$ cat src/rtl/baseram_arbiter.sv
// Arbiter between instruction fetch (IF) and data memory (MEM) for the single-ported
// BaseRAM SRAM. MEM wins arbitration; each transfer runs ACC_CYC SRAM access cycles.
module baseram_arbiter #(
  parameter int ACC_CYC = 2
) (
  input  logic        clk_i,
  input  logic        rst_ni,

  input  logic        if_req_i,
  input  logic [31:0] if_addr_i,
  input  logic        if_flush_i,
  output logic        if_gnt_o,
  output logic        if_rvalid_o,
  output logic [31:0] if_rdata_o,

  input  logic        mem_req_i,
  input  logic        mem_we_i,
  input  logic [3:0]  mem_be_i,
  input  logic [31:0] mem_addr_i,
  input  logic [31:0] mem_wdata_i,
  output logic        mem_gnt_o,
  output logic        mem_rvalid_o,
  output logic [31:0] mem_rdata_o,

  output logic        ctl_baseram_hazard_o,

  output logic [19:0] base_ram_addr_o,
  output logic [3:0]  base_ram_be_n_o,
  output logic        base_ram_ce_n_o,
  output logic        base_ram_oe_n_o,
  output logic        base_ram_we_n_o,
  output logic [31:0] base_ram_data_o,
  output logic        base_ram_data_oe_o,
  input  logic [31:0] base_ram_data_i,

  output logic [1:0]  dbg_state_o
);

  // Handshake: a requester holds req and its payload stable until it sees gnt in the
  // same cycle; the grant edge latches the payload. rvalid is a one-cycle pulse with
  // rdata valid alongside, and rdata stays put until that requester's next read.

  typedef enum logic [1:0] {IDLE, READ, WRITE, WHOLD} state_t;

  localparam logic [2:0] LAST = 3'(ACC_CYC - 1);

  state_t      state_q, state_d;
  logic [2:0]  cnt_q, cnt_d;
  logic        owner_q;          // 1 = MEM owns the transfer, 0 = IF
  logic [19:0] addr_q;
  logic [3:0]  be_n_q;
  logic [31:0] wdata_q;
  logic        we_q;
  logic        flushed_q;
  logic        if_rv_q, mem_rv_q;
  logic [31:0] if_rdata_q, mem_rdata_q;
  logic        last_cyc;
  logic        unused_addr_bits;

  assign unused_addr_bits = ^{if_addr_i[31:22], if_addr_i[1:0],
                              mem_addr_i[31:22], mem_addr_i[1:0]};

  assign mem_gnt_o = (state_q == IDLE) & mem_req_i;
  assign if_gnt_o  = (state_q == IDLE) & if_req_i & ~mem_req_i;
  assign last_cyc  = (cnt_q == LAST);

  always_comb begin
    state_d = state_q;
    cnt_d   = cnt_q;
    case (state_q)
      IDLE: begin
        if (mem_gnt_o) begin
          state_d = mem_we_i ? WRITE : READ;
          cnt_d   = 3'd0;
        end else if (if_gnt_o) begin
          state_d = READ;
          cnt_d   = 3'd0;
        end
      end
      READ: begin
        if (last_cyc) state_d = IDLE;
        else          cnt_d   = cnt_q + 3'd1;
      end
      WRITE: begin
        if (last_cyc) state_d = WHOLD;
        else          cnt_d   = cnt_q + 3'd1;
      end
      WHOLD:   state_d = IDLE;
      default: state_d = IDLE;
    endcase
  end

  always_ff @(posedge clk_i or negedge rst_ni) begin
    if (!rst_ni) begin
      state_q <= IDLE;
      cnt_q   <= 3'd0;
    end else begin
      state_q <= state_d;
      cnt_q   <= cnt_d;
    end
  end

  always_ff @(posedge clk_i or negedge rst_ni) begin
    if (!rst_ni) begin
      owner_q     <= 1'b0;
      addr_q      <= 20'd0;
      be_n_q      <= 4'd0;
      wdata_q     <= 32'd0;
      we_q        <= 1'b0;
      flushed_q   <= 1'b0;
      if_rv_q     <= 1'b0;
      mem_rv_q    <= 1'b0;
      if_rdata_q  <= 32'd0;
      mem_rdata_q <= 32'd0;
    end else begin
      if_rv_q  <= 1'b0;
      mem_rv_q <= 1'b0;
      if (mem_gnt_o) begin
        owner_q   <= 1'b1;
        addr_q    <= mem_addr_i[21:2];
        be_n_q    <= ~mem_be_i;
        wdata_q   <= mem_wdata_i;
        we_q      <= mem_we_i;
        flushed_q <= 1'b0;
      end else if (if_gnt_o) begin
        owner_q   <= 1'b0;
        addr_q    <= if_addr_i[21:2];
        be_n_q    <= 4'b0000;
        wdata_q   <= 32'd0;
        we_q      <= 1'b0;
        flushed_q <= 1'b0;
      end
      if (state_q == READ && !owner_q && if_flush_i) flushed_q <= 1'b1;
      // A flush seen anywhere in the IF read kills the pulse, but the data still lands.
      if (state_q == READ && last_cyc) begin
        if (owner_q) begin
          mem_rdata_q <= base_ram_data_i;
          mem_rv_q    <= 1'b1;
        end else begin
          if_rdata_q  <= base_ram_data_i;
          if_rv_q     <= ~(flushed_q | if_flush_i);
        end
      end
    end
  end

  assign if_rvalid_o  = if_rv_q & ~if_flush_i;
  assign if_rdata_o   = if_rdata_q;
  assign mem_rvalid_o = mem_rv_q;
  assign mem_rdata_o  = mem_rdata_q;

  assign ctl_baseram_hazard_o = mem_req_i | ((state_q != IDLE) & owner_q);

  assign base_ram_addr_o    = addr_q;
  assign base_ram_be_n_o    = (state_q == IDLE) ? 4'hF : be_n_q;
  assign base_ram_ce_n_o    = (state_q == IDLE);
  assign base_ram_oe_n_o    = (state_q != READ);
  assign base_ram_we_n_o    = ~((state_q == WRITE) & we_q);
  assign base_ram_data_o    = wdata_q;
  assign base_ram_data_oe_o = ((state_q == WRITE) | (state_q == WHOLD)) & we_q;

  assign dbg_state_o = state_q;

endmodule

$ cat config.mk
export PLATFORM = sky130hd
export DESIGN_NAME = baseram_arbiter
export DESIGN_NICKNAME = d
export VERILOG_FILES = /design/src/rtl/baseram_arbiter.sv
export SDC_FILE = /design/constraint.sdc
export NUM_CORES = 1
export LEC_CHECK = 0
export BUFFER_PORTS_ARGS = -buffer_cell sky130_fd_sc_hd__clkbuf_2
export CAP_MARGIN = 10
export CORE_ASPECT_RATIO = 1.25
export CORE_MARGIN = 5
export CORE_UTILIZATION = 50
export DETAILED_ROUTE_END_ITERATION = 16
export PLACE_DENSITY = 0.86
export REMOVE_ABC_BUFFERS = 1
export SYNTH_ARGS = -nofsm -noshare
export SYNTH_HDL_FRONTEND = slang
export SYNTH_SLANG_ARGS = --single-unit
$ cat constraint.sdc
create_clock -name clk_i -period 5.6 [get_ports clk_i]
set_input_delay 1.12 -clock clk_i [delete_from_list [all_inputs] [get_ports clk_i]]
set_output_delay 1.12 -clock clk_i [all_outputs]
set_load 0.01 [all_outputs]
==> metrics.csv <==
metric,value,unit
status,finished clean,
cts_resized,0,
grt_pass1_vias,4632,
r2r_setup_slack,2.85,ns
yosysMostFrequentCell,dfrtp_1,
antenna_found_initial,0,
crit_fanout,28,
ys_types,40,
drcViolationCount,0,
drt.antenna.violating_nets,0,
tightestPinTransition,1.02,ns
drv_cap,0,
critPathArrivalTime,2.99,ns
grt_max_degree,82,
cp-start-kind,flip-flop,
synth.area.top_cells,"dfrtp_1 (58%), mux2_1 (5.8%), a22o_1 (5.2%)",
post_cts_buffers,0,
hold_viol,0,
yosys_most_used_dff,dfrtp_1,
synth-xor-area-share,0,%
period_minus_slack,4.11,ns
syn_to_final_growth,32.7,%
clkTransAtPathRegs,0.06,ns
vias,4293,
slowest_delay,0.74,ns
synth_top_area_share,58.0,%
synth-adder-area-share,2.01,%
synth_compound_area_share,12.4,%
hp-class,flip-flop to flip-flop,
p_leak,3.86,nW
finalWirelength,14.4,mm
cp_slowest_cell,ha_1,
synth_top_family_by_area,multiplexers,
yosys.area.top_type,dfrtp_1,
io_buffers,244,
synth_cells,401,
final_nets,786,
start_util,50.8,%
wl_per_cell,18.3,µm
ctsHoldBuffers,0,
relSlewSlack,31.7,%
rsz0062_at_grt,false,
setup_viol,0,
cts_buffer_depth,2,
gp_congestion,0.859,
cts_max_level,4,
cts_buffers,17,
core,11000,µm²
setup_tns,0,ns
crit_type,flip-flop to primary output,
finalMaxSlewViolations,0,
dp_hpwl,10.3,mm
fp-row-count,43,
viasPerCell,5.45,
p_per_area,615,nW/µm²
clock_sinks,130,
cp-end-kind,primary output,
worstSkewPairLatency,0.42,ns
fp.dieW,105,µm
min_period_over_period,73.4,%
grtUsageTotal,21.7,%
synth-seq-area-share,58.0,%
yosys.area_share.simple,5.27,%
drt_iter0_markers,133,
die_h,128,µm
hold_ws,0.446,ns
synth_area,5610,µm²
ys_ff_latch,130,
num_io_pins,269,
placed_area,6830,µm²
syn_avg_cell_area,14.0,µm²
netlist_top_cells_count,"dfrtp_1 (130), a22o_1 (33), mux2_1 (29)",
synth_enable_flop_cells,0,
num_antenna_cells,0,
async_flop_share,100,%
grt.overflow.total,0,
dr.pass1.iters,4,
path_cells,inv_1 -> ha_1 -> nand2_1 -> nor2_1 -> clkbuf_2,
finClkSkew,0.0153,ns
cts_tree,yes,
fin_area,7440,µm²
cp.required,4.48,ns
ir_drop,0.000374,V
yosys-mux-area-fraction,18.1,%
timing.fmax,243,MHz
grt_first_pass_wirelength,23.4,mm
drive_gt1_share,49.8,%
cts-root-buf,clkbuf_16,
ys_warn_count,0,
die_area,13400,µm²
## state kept, by name (all words and copies together), names as in the netlist
name and count:
owner_q 1, base_ram_addr_o 20, mem_rvalid_o 1, if_rdata_o 32, if_rv_q 1, flushed_q 1, dbg_state_o 2, base_ram_data_o 32
we_q 1, be_n_q 4, cnt_q 3, mem_rdata_o 32
## final timing paths
path	startpoint	end	cells past startpoint
worst max-delay path	dbg_state_o[0]	if_gnt_o	5
worst min-delay path	flushed_q	if_rv_q	1
worst max register to register	dbg_state_o[0]	base_ram_addr_o[2]	5
worst min register to register	flushed_q	if_rv_q	1
max in group asynchronous	rst_ni	owner_q	2
min in group asynchronous	rst_ni	mem_rdata_o[8]	1
## cell families after synthesis
group / Yosys count
fa+ha+maj: 9
flops: 130
simple gates: 45
mux: 86
compound gates: 92
buf+inv: 39
## routing by layer
metal / GRT usage, % / up-vias / wire, µm
li1: - / 1951 / -
met1: 25.7 / 2118 / 5440
met2: 37.2 / 192 / 7580
met3: 6.62 / 32 / 985
met4: 8.43 / 0 / 378
met5: 0 / - / 0
## per-stage QoR
step	power (mW)	utilization (%)	instances	worst slack [ns]
after global routing	4.84	67.4	787	1.21
final	4.57	67.4	787	1.49
after detailed placement	3.45	61.9	755	1.93
after global placement	3.36	61.9	755	2.08
after CTS	4.61	67.4	787	1.50
after floorplan	2.66	-	372	2.52
## area by class of cell
| cell class | count | area (µm²) |
|---|---|---|
| inverter | 10 | 37.5 |
| timing repair buffer | 248 | 1250 |
| tap | 135 | 169 |
| clock buffer | 17 | 425 |
| clock inverter | 15 | 186 |
| fill | 806 | 3590 |
| sequential | 130 | 3250 |
| multi-input combinational | 232 | 2110 |
## worst max-delay path: cells and delay by family, from the launching register on
family / cells / cell delay [ns]
buf+inv: 2 / 0.36
flops: 1 / 0.43
fa+ha+maj: 1 / 0.74
simple gates: 2 / 1.04
## where the power goes
part           total (mW)  internal [mW]  leakage [nW]  switching [mW]
combinational        1.76          0.838          1.99           0.919
sequential           1.67           1.39          1.57           0.286
clock                1.14          0.680         0.302           0.463
## placed cells by master, fill, tap and decap left out, types with 2 or more instances in the layout
cell type | Yosys | layout
nand2b_1 | 2 | 2
nand2_1 | 5 | 5
mux2i_1 | 22 | 22
mux2_1 | 29 | 29
ha_1 | 9 | 9
nor2_1 | 2 | 2
mux2_4 | 19 | 19
mux2_2 | 16 | 16
clkbuf_16 | 0 | 17
a22o_1 | 33 | 33
a211oi_1 | 20 | 20
dfrtp_1 | 130 | 130
clkbuf_2 | 0 | 243
o2111ai_1 | 2 | 2
o211ai_1 | 2 | 2
nand3_1 | 2 | 2
and3_1 | 20 | 20
bufinv_16 | 0 | 2
o21ai_0 | 2 | 2
inv_1 | 9 | 9
nor2b_1 | 2 | 2
inv_6 | 0 | 3
inv_8 | 0 | 7
a21oi_1 | 21 | 21
or2_2 | 4 | 4
o2bb2ai_1 | 4 | 4
buf_4 | 1 | 5
and2_1 | 3 | 3
Note: power is estimated with default switching activity, not from simulation.
